==> src/rtl/spcpu_mem_bridge.sv <==
// spcpu data-port bridge to an 8-bit SRAM with fixed wait states.
// 16-bit accesses are split into two big-endian byte phases (addr, then addr+1).
module spcpu_mem_bridge #(
    parameter int unsigned ADDR_W      = 16,
    parameter int unsigned WAIT_STATES = 1
) (
    input  logic              clk,
    input  logic              reset,
    input  logic              cpu_req,
    input  logic [ADDR_W-1:0] cpu_addr,
    input  logic              cpu_we,
    input  logic              cpu_acc_sz,
    input  logic [15:0]       cpu_wdata,
    output logic [15:0]       cpu_rdata,
    output logic              cpu_ready,
    output logic              cpu_busy,
    output logic [ADDR_W-1:0] mem_addr,
    output logic [7:0]        mem_wdata,
    input  logic [7:0]        mem_rdata,
    output logic              mem_en,
    output logic              mem_we,
    output logic [15:0]       acc_count
);

    localparam logic [3:0] WAIT_LD = 4'(WAIT_STATES);

    typedef enum logic [1:0] {
        IDLE,
        BYTE0,
        BYTE1,
        DONE
    } state_e;

    state_e            state_q;
    logic [ADDR_W-1:0] addr_q;
    logic              we_q;
    logic              sz_q;
    logic [7:0]        wlo_q;
    logic [3:0]        wait_q;
    logic [7:0]        byte0_q;
    logic [15:0]       rdata_q;
    logic              ready_q;
    logic              en_q;
    logic              mwe_q;
    logic [ADDR_W-1:0] maddr_q;
    logic [7:0]        mwdata_q;
    logic [15:0]       acc_q;

    always_ff @(posedge clk) begin
        if (reset) begin
            state_q  <= IDLE;
            addr_q   <= '0;
            we_q     <= 1'b0;
            sz_q     <= 1'b0;
            wlo_q    <= '0;
            wait_q   <= '0;
            byte0_q  <= '0;
            rdata_q  <= '0;
            ready_q  <= 1'b0;
            en_q     <= 1'b0;
            mwe_q    <= 1'b0;
            maddr_q  <= '0;
            mwdata_q <= '0;
            acc_q    <= '0;
        end else begin
            ready_q <= 1'b0;
            case (state_q)
                IDLE: begin
                    if (cpu_req) begin
                        addr_q   <= cpu_addr;
                        we_q     <= cpu_we;
                        sz_q     <= cpu_acc_sz;
                        wlo_q    <= cpu_wdata[7:0];
                        wait_q   <= WAIT_LD;
                        en_q     <= 1'b1;
                        mwe_q    <= cpu_we;
                        maddr_q  <= cpu_addr;
                        mwdata_q <= cpu_acc_sz ? cpu_wdata[15:8] : cpu_wdata[7:0];
                        state_q  <= BYTE0;
                    end
                end
                BYTE0: begin
                    if (wait_q != 4'd0) begin
                        wait_q <= wait_q - 4'd1;
                    end else if (sz_q) begin
                        // mem_en stays high straight into the second byte
                        byte0_q  <= mem_rdata;
                        wait_q   <= WAIT_LD;
                        maddr_q  <= addr_q + ADDR_W'(1);
                        mwdata_q <= wlo_q;
                        state_q  <= BYTE1;
                    end else begin
                        en_q    <= 1'b0;
                        mwe_q   <= 1'b0;
                        ready_q <= 1'b1;
                        acc_q   <= acc_q + 16'd1;
                        if (!we_q) rdata_q <= {8'h00, mem_rdata};
                        state_q <= DONE;
                    end
                end
                BYTE1: begin
                    if (wait_q != 4'd0) begin
                        wait_q <= wait_q - 4'd1;
                    end else begin
                        en_q    <= 1'b0;
                        mwe_q   <= 1'b0;
                        ready_q <= 1'b1;
                        acc_q   <= acc_q + 16'd1;
                        if (!we_q) rdata_q <= {byte0_q, mem_rdata};
                        state_q <= DONE;
                    end
                end
                DONE: begin
                    state_q <= IDLE;
                end
                default: begin
                    state_q <= IDLE;
                end
            endcase
        end
    end

    assign cpu_busy  = (state_q != IDLE);
    assign cpu_rdata = rdata_q;
    assign cpu_ready = ready_q;
    assign mem_addr  = maddr_q;
    assign mem_wdata = mwdata_q;
    assign mem_en    = en_q;
    assign mem_we    = mwe_q;
    assign acc_count = acc_q;

endmodule

==> config.mk <==
export PLATFORM = sky130hd
export DESIGN_NAME = spcpu_mem_bridge
export DESIGN_NICKNAME = d
export VERILOG_FILES = /design/src/rtl/spcpu_mem_bridge.sv
export SDC_FILE = /design/constraint.sdc
export NUM_CORES = 1
export LEC_CHECK = 0
export CORE_MARGIN = 10
export CORE_UTILIZATION = 30
export DETAILED_ROUTE_END_ITERATION = 10
export GPL_ROUTABILITY_DRIVEN = 1
export HOLD_SLACK_MARGIN = 0.02
export PLACE_DENSITY_LB_ADDON = 0.25
export SLEW_MARGIN = 20
export SYNTH_ARGS = -nofsm -noshare
export SYNTH_HDL_FRONTEND = slang
export SYNTH_SLANG_ARGS = --single-unit
==> constraint.sdc <==
create_clock -name clk -period 2.7 [get_ports clk]
set_input_delay 0.405 -clock clk [delete_from_list [all_inputs] [get_ports clk]]
set_output_delay 0.405 -clock clk [all_outputs]
set_load 0.005 [all_outputs]
==> results of run 1 <==
## state kept, by name, indices dropped and copies added (netlist names), 4 cells and up
signal,flops
cpu_rdata,16
byte0_q,8
acc_count,16
addr_q,16
mem_addr,16
wlo_q,8
wait_q,4
mem_wdata,8
## worst max path at each step
stage,start,to,slack [ns],cells past startpoint
2_1_floorplan,wait_q[0]$_SDFFE_PP0P_,acc_count[14]$_SDFFE_PP0P_,0.64,8
3_3_place_gp,state_q[1]$_SDFFE_PP0P_,mem_addr[13]$_SDFFE_PP0P_,0.39,6
3_5_place_dp,state_q[1]$_SDFFE_PP0P_,mem_addr[13]$_SDFFE_PP0P_,0.26,6
4_1_cts,state_q[1]$_SDFFE_PP0P_,mem_addr[13]$_SDFFE_PP0P_,0.24,6
5_1_grt,state_q[0]$_SDFFE_PP0P_,acc_count[13]$_SDFFE_PP0P_,0.25,6
6_report,state_q[0]$_SDFFE_PP0P_,acc_count[13]$_SDFFE_PP0P_,0.40,6
## worst max-delay path, delay by kind of cell, from the launching register on
family / cells / cell delay, ns
compound gates: 1 / 0.20
flops: 1 / 0.41
fa+ha+maj: 1 / 0.36
mux: 1 / 0.38
simple gates: 2 / 0.74
buf+inv: 1 / 0.11
## per-stage QoR
step	util [%]	area (um2)	hold WS [ns]
4_1_cts	40.3	6370	0.458
5_1_grt	40.3	6380	0.485
3_5_place_dp	38.3	6060	0.448
6_report	40.3	6380	0.458
2_1_floorplan	-	4830	0.437
3_3_place_gp	38.3	6060	0.442
## cell usage after synthesis, types with 5 or more instances
library cell	instances
dfxtp_1	99
mux2i_1	21
o31ai_1	5
nand4_1	19
o32ai_1	6
nand3_1	30
nand2b_1	10
nor3b_1	5
mux2_2	13
a21oi_1	62
o21ai_0	41
nor3_1	8
clkbuf_1	36
ha_1	9
buf_1	6
or3_1	6
nor2b_1	16
nor4_1	10
nand2_1	69
and3_1	6
xnor2_1	6
inv_1	17
or4_1	9
nor2_1	38
## where the power goes
| part | switching [mW] | internal (mW) | leakage (nW) |
|---|---|---|---|
| registers | 0.237 | 1.78 | 0.808 |
| clock network | 0.570 | 0.795 | 0.148 |
| logic | 1.53 | 1.07 | 1.24 |
## cell families (layout without fill, tap and decap cells)
logic type,after synthesis,after routing,share of synthesized area (%)
AOI/OAI and AO/OA,139,139,17.1
xor gates and xnor gates,6,6,1.09
and+or+nand+nor,240,240,25.6
adders and majority gates,9,9,2.33
buffers and inverters,65,150,5.33
DFF,99,99,41.0
muxes,35,35,7.61
## layer usage
metal	global-route usage [%]	vias up	routed length (um)
li1	-	2267	-
met1	17.0	2146	6940
met2	20.7	113	6630
met3	3.87	15	733
met4	4.01	0	234
met5	0	-	0
## layout by cell type, fill, tap and decap left out, types with 13 or more instances in the layout
cell type,n
a21oi_1,62
mux2_2,13
inv_1,17
buf_4,13
nor2b_1,16
nor2_1,37
nand3_1,30
nand2_1,69
nand4_1,19
dfxtp_1,99
clkdlybuf4s50_1,103
mux2i_1,21
o21ai_0,41
## area by class of cell
class | count | area (um2) | share of cell area, %
Inverter | 17 | 63.8 | 1.00
Multi-Input combinational cell | 429 | 2600 | 40.7
Timing Repair Buffer | 117 | 1150 | 18.0
Clock inverter | 3 | 45.0 | 0.706
Clock buffer | 13 | 270 | 4.24
Tap cell | 216 | 270 | 4.24
Sequential cell | 99 | 1980 | 31.1
==> flow_metrics.tcl, run 1 <==
set metrics [dict create \
    gr-total-overflow 0 \
    synthFlopType "dfxtp_1" \
    via_count 4541 \
    async_flop_share_pct 0 \
    drive_gt1_share_pct 8.11 \
    io_pins 105 \
    hpwl_mm 10.3 \
    p_leak_nw 2.19 \
    area_delta_synth_final_pct 32.0 \
    wire_per_inst_um 16.3 \
    antenna_left 0 \
    critPathArrivalTime_ns 2.55 \
    grt_pass1_wl_mm 23.6 \
    synth_seq_cells 99 \
    r2r-start "state_q[0]$_SDFFE_PP0P_" \
    drt_iter0_markers 291 \
    core-area_um2 15800 \
    min_period_over_period_pct 85.1 \
    post-route-min-period_ns 2.30 \
    setup_viol 0 \
    path_clk_slew_ns 0.07 \
    worstPathCellList "inv_1, ha_1, or2_2, o21a_4, nor4_1, mux2_2" \
    cp-end-kind "flop" \
    fin_cells 894 \
    clock_sinks 99 \
    cts_hold_buf 0 \
    die_h_um 147 \
    hp-class "reg -> reg" \
    ys_seq_area_share_pct 41.0 \
    ff2ff_setup_slack_ns 0.40 \
    cts_root_buffer "clkbuf_16" \
    crit_path_max_incr_delay_ns 0.41 \
    synth_top_area_share_pct 41.0 \
    crit_required_ns 2.95 \
    critPathLaunchType "flop" \
    relSlewSlack_pct 54.2 \
    dpl_worst_slack_ns 0.255 \
    grt_max_degree 57 \
    slew_viol_final 0 \
    clock-skew-final_ns 0.0110 \
    fmax_ghz 0.435 \
    die_area_um2 21600 \
    synth_warnings 0 \
    initial_utilization_pct 30.5 \
    ctsResizeCount 0 \
    fillers 1555 \
    synth_area_um2 4830 \
    worst_path_max_delay_cell "dfxtp_1" \
    critPathKind "reg -> reg" \
    holdCritStartpoint "wlo_q[7]$_SDFFE_PP0P_" \
    cp_max_fo 14 \
    r2r_cells 6 \
    holdPathStages 2 \
    clk-insertion-delay-late_ns 0.36 \
    maxCapViolations 0 \
    ir_worst_vdd_v 0.000592 \
    rsz0062_at_grt "false" \
    synthCells 593 \
    worst_slew_pin_slew_ns 0.688 \
    synth_edf_count 0 \
    setup_tns_ns 0 \
    fin_nets 727 \
    ys_types 51 \
    yosysTopAreaCell "dfxtp_1" \
    outcome "completed" \
    via_per_inst 5.08 \
    ys_top_cells_by_area "dfxtp_1 41%, a21oi_1 6.4%, nand2_1 5.4%, mux2i_1 4.4%, o21ai_0 4.2%" \
    antenna_found_initial 0 \
    dp_cells 878 \
    post_cts_buffers 0 \
    route.detailed.drc 0 \
    diodes 0 \
    num_rows 46 \
    total_power_mw 5.98 \
    track_usage_pct 13.2 \
    clock_path_buffers 2 \
    routed_wirelength_mm 14.5 \
    syn_avg_cell_area_um2 8.15 \
    port_buffers 104 \
    min_to "wlo_q[7]$_SDFFE_PP0P_" \
    die_x_um 147 \
    firstDrtPassIters 4 \
    grt_pass1_vias 4439 \
    tritoncts "built" \
    powerDensity_nw_per_um2 938 \
    syn-num-nets 647 \
    cts_buffers 9 \
    gp_congestion 0.795 \
    timing_hold_violations_final 0 \
    final.setup.worst_slack_ns 0.402 \
    htreeDepth 3 \
    timing.rr.end "acc_count[13]$_SDFFE_PP0P_" \
]
(Power assumes the default switching activity.)
==> run 2: changes to the inputs <==
- CELL_PAD_IN_SITES_DETAIL_PLACEMENT: not set -> 0
- CELL_PAD_IN_SITES_GLOBAL_PLACEMENT: not set -> 1
- SETUP_SLACK_MARGIN: not set -> 0.15
==> run 2 against run 1 <==
Non-clock buffer count stayed put. Largest power group unchanged. First-iteration DRC count is 26% higher. Critical path type unchanged. Total power is 2.1% lower. Maximum frequency is 1.3% higher. Register-to-register slack better by 0.03 ns. Clock skew is 0.0012 ns higher. Sequential cell count stayed put. Final cell count stayed put. Sequential share of layout area is 0.25 points higher. Die area stayed put. Via count is 1.5% lower.
==> flow_metrics.tcl, run 2 (synthesis gave the netlist of run 1 again) <==
set metrics [dict create \
    p_leak_nw 2.18 \
    drt_iter0_markers 367 \
    holdWs_ns 0.458 \
    fin_nets 727 \
    powerDensity_nw_per_um2 926 \
    antenna_found_initial 0 \
    ir_worst_vdd_v 0.000529 \
    cp-end-kind "flop" \
    htreeDepth 3 \
    port_buffers 104 \
    layout_commonest_cell "clkdlybuf4s50_1" \
    cp_max_fo 14 \
    post-route-min-period_ns 2.27 \
    clock-skew-final_ns 0.0122 \
    hpwl_mm 10.1 \
    clk-insertion-delay-late_ns 0.36 \
    maxCapViolations 0 \
    diodes 0 \
    clock_path_buffers 2 \
    wire_per_inst_um 16.5 \
    clock_sinks 99 \
    fmax_ghz 0.441 \
    fillers 1593 \
    rsz0062_at_grt "false" \
    grt_max_degree 84 \
    die_x_um 147 \
    antenna_left 0 \
    die_area_um2 21600 \
    routed_wirelength_mm 14.8 \
    ctsResizeCount 0 \
    critPathLaunchType "flop" \
    num_rows 46 \
    timing_hold_violations_final 0 \
    via_per_inst 5.00 \
    setup_tns_ns 0 \
    area_delta_synth_final_pct 30.9 \
    path_clk_slew_ns 0.07 \
    io_pins 105 \
    slew_viol_final 0 \
    layout_common_cells "103 x clkdlybuf4s50_1, 99 x dfxtp_1, 69 x nand2_1" \
    critPathArrivalTime_ns 2.52 \
    relSlewSlack_pct 43.7 \
    core-area_um2 15800 \
    hp-class "reg -> reg" \
    cts_root_buffer "clkbuf_16" \
    track_usage_pct 13.5 \
    route.detailed.drc 0 \
    die_h_um 147 \
    grt_pass1_vias 4358 \
    worst_slew_pin_slew_ns 0.844 \
    gr-total-overflow 0 \
    min_period_over_period_pct 84.0 \
    outcome "completed" \
    post_cts_buffers 0 \
    grt_pass1_wl_mm 24.1 \
    crit_required_ns 2.95 \
    tritoncts "built" \
    firstDrtPassIters 4 \
    critPathKind "reg -> reg" \
    via_count 4473 \
    setup_viol 0 \
    cts_buffers 9 \
    initial_utilization_pct 30.5 \
    drive_gt1_share_pct 8.26 \
    cts_hold_buf 0 \
    gp_congestion 0.753 \
]
==> run 2: changes by cell type in the layout (fill, tap and decap cells not counted), sizes merged <==
| cell | change |
|---|---|
| clkinv | +4 |
| clkbuf | -3 |
| clkinvlp | -2 |
| inv | +2 |
| bufinv | -1 |
==> run 2: final cells by class <==
class / count / area [um2] / share of cell area, %
Clock buffer: 10 / 239 / 3.78
Clock inverter: 6 / 37.5 / 0.593
Inverter: 17 / 63.8 / 1.01
Multi-Input combinational cell: 429 / 2600 / 41.1
Sequential cell: 99 / 1980 / 31.3
Tap cell: 216 / 270 / 4.27
Timing Repair Buffer: 117 / 1140 / 18.0
==> run 2: worst paths after layout <==
check                           from                    endpoint  slack, ns  cells past startpoint
min reg2reg    wlo_q[4]$_SDFFE_PP0P_       wlo_q[4]$_SDFFE_PP0P_       0.46                      2
min            wlo_q[4]$_SDFFE_PP0P_       wlo_q[4]$_SDFFE_PP0P_       0.46                      2
max reg2reg  state_q[0]$_SDFFE_PP0P_  acc_count[15]$_SDFFE_PP0P_       0.43                      6
max          state_q[0]$_SDFFE_PP0P_  acc_count[15]$_SDFFE_PP0P_       0.43                      6
==> run 2: critical path: stages (launching register included) <==
cell     delay [ns]
dfxtp_1        0.40
inv_1          0.10
ha_1           0.36
or2_2          0.40
o21a_4         0.20
nor4_1         0.32
mux2_2         0.37
==> run 2: layer usage <==
layer  track usage [%]  vias to the layer above  wire length (um)
met1              18.1                     2095              7140
li1                  -                     2270                 -
met3              4.58                        8               872
met4              2.87                        0               112
met2              20.7                      100              6650
met5                 0                        -                 0
==> run 2: power by group <==
| group | internal, mW | leakage, nW | switching [mW] | total (mW) |
|---|---|---|---|---|
| sequential | 1.78 | 0.808 | 0.232 | 2.01 |
| combinational | 1.06 | 1.23 | 1.53 | 2.60 |
| clock | 0.651 | 0.143 | 0.596 | 1.25 |
==> run 2: through the flow <==
step	worst slack [ns]	instances	power [mW]	area, um2	util [%]
floorplan	0.642	593	3.59	4830	-
global placement	0.351	878	4.62	6050	38.2
detailed placement	0.225	878	4.66	6050	38.2
CTS	0.214	894	5.93	6320	40.0
global route	0.257	894	6.32	6330	40.0
finish	0.432	894	5.86	6330	40.0
==> run 3: changes to the inputs <==
- clock period: 2.7 -> 2.1 ns (I/O delays scaled with it)
==> run 3 against run 2 <==
Maximum frequency grew 16%. Die area is the same. Largest power group unchanged. Utilization grew 2.1 points. Highest routed layer unchanged. Routed wire length grew 2.8%.
==> flow_metrics.tcl, run 3 (synthesis gave the netlist of run 1 again) <==
set metrics [dict create \
    firstDrtPassIters 4 \
    clkPwrFrac_pct 20.2 \
    crit_required_ns 2.33 \
    num_rows 46 \
    clk-insertion-delay-late_ns 0.35 \
    dp_cells 894 \
    hpwl_mm 10.3 \
    cts_buffers 9 \
    place_area_um2 6190 \
    fmax_ghz 0.511 \
    wire_per_inst_um 16.6 \
    dpl_worst_slack_ns 0.0553 \
    port_buffers 104 \
    cts_root_buffer "clkbuf_16" \
    critPathKind "reg -> reg" \
    clock_sinks 99 \
    path_clk_slew_ns 0.07 \
    via_per_inst 5.06 \
    fillers 1595 \
    layout_common_cells "103 x clkdlybuf4s50_1, 95 x dfxtp_1, 69 x nand2_1" \
    powerDensity_nw_per_um2 1220 \
    hp-class "reg -> reg" \
    cp_max_fo 7 \
    clock-skew-final_ns 0.00797 \
    p_leak_nw 2.32 \
    power_frac_comb_pct 47.9 \
    timing_hold_violations_final 0 \
    critPathLaunchType "flop" \
    cts_hold_buf 0 \
    grt_pass1_wl_mm 24.6 \
    gr-total-overflow 0 \
    routed_wirelength_mm 15.2 \
    die_x_um 147 \
    tritoncts "built" \
    cp-end-kind "flop" \
    fin_util_pct 42.1 \
    final.setup.worst_slack_ns 0.144 \
    min_period_over_period_pct 93.1 \
    io_pins 105 \
    initial_utilization_pct 30.5 \
    slew_viol_final 0 \
    critPathArrivalTime_ns 2.19 \
    gp_congestion 0.787 \
    fin_nets 750 \
    worst_slew_pin_slew_ns 0.630 \
    maxCapViolations 0 \
    clock_path_buffers 2 \
    layout_commonest_cell "clkdlybuf4s50_1" \
    drt_iter0_markers 306 \
    setup_tns_ns 0 \
    setup_viol 0 \
    finalInstanceArea_um2 6670 \
    total_power_mw 8.16 \
    p_int_mw 4.96 \
    drive_gt1_share_pct 13.7 \
    grt_max_degree 58 \
    outcome "completed" \
    sw_frac_of_total_pct 39.3 \
    core-area_um2 15800 \
    antenna_found_initial 0 \
    post-route-min-period_ns 1.96 \
    diodes 0 \
    rsz0062_at_grt "true" \
    power.net_switching_mw 3.21 \
    antenna_left 0 \
    relSlewSlack_pct 58.0 \
    holdWs_ns 0.459 \
    die_area_um2 21600 \
    track_usage_pct 13.8 \
    ir_worst_vdd_v 0.000671 \
    area_delta_synth_final_pct 37.9 \
    fin_cells 915 \
    via_count 4634 \
    grt_pass1_vias 4614 \
    route.detailed.drc 0 \
    die_h_um 147 \
    p_seq_share_pct 31.9 \
    htreeDepth 3 \
]
run 3: cell types whose count changed in the layout (fill, tap and decap cells not counted), sizes merged:
cell and delta:
clkbuf +2, bufinv +1, buf +21, o21a +1, inv -2, clkinv -2
run 3: final cells by class:
| cell class | count | area [um2] | area share [%] |
|---|---|---|---|
| timing repair buffer | 139 | 1330 | 20.0 |
| clock buffer | 11 | 243 | 3.64 |
| inverter | 17 | 63.8 | 0.957 |
| clock inverter | 3 | 40.0 | 0.601 |
| sequential | 99 | 1990 | 29.8 |
| multi-input combinational | 430 | 2730 | 40.9 |
| tap | 216 | 270 | 4.05 |
run 3: power by group through the flow:
stage                     clock (mW)  sequential [mW]  combinational (mW)
after floorplan                    0             2.58                2.06
after global placement             0             2.62                3.58
after detailed placement           0             2.63                3.64
after CTS                       1.70             2.60                3.75
after global routing            1.77             2.67                4.32
final                           1.65             2.61                3.91
run 3: layer usage:
| layer | part of all wire (%) | track usage, % | vias to the layer above |
|---|---|---|---|
| met2 | 46 | 22.1 | 121 |
| met3 | 6.0 | 4.30 | 11 |
| li1 | - | - | 2308 |
| met1 | 47 | 17.6 | 2194 |
| met5 | 0 | 0 | - |
| met4 | 0.82 | 3.32 | 0 |
run 3: critical path, stage by stage (launching register included):
cell and delay, ns:
dfxtp_2 0.33, inv_2 0.09, ha_4 0.14, or3b_4 0.40, o21a_4 0.27, nor4_2 0.26, mux2_2 0.35
run 3: final timing paths:
path,startpoint,endpoint,slack (ns),depth (start not counted)
max,wait_q[0]$_SDFFE_PP0P_,acc_count[11]$_SDFFE_PP0P_,0.14,6
max reg2reg,wait_q[0]$_SDFFE_PP0P_,acc_count[11]$_SDFFE_PP0P_,0.14,6
min,wlo_q[1]$_SDFFE_PP0P_,wlo_q[1]$_SDFFE_PP0P_,0.46,2
min reg2reg,wlo_q[1]$_SDFFE_PP0P_,wlo_q[1]$_SDFFE_PP0P_,0.46,2
run 3: timing repair:
item,in CTS,in global routing
setup endpoints to repair,28,49
gates cloned,1,0
pin swaps,1,5
endpoints found under the hold margin,0,0
buffers inserted,0,6
resized for setup,12,27
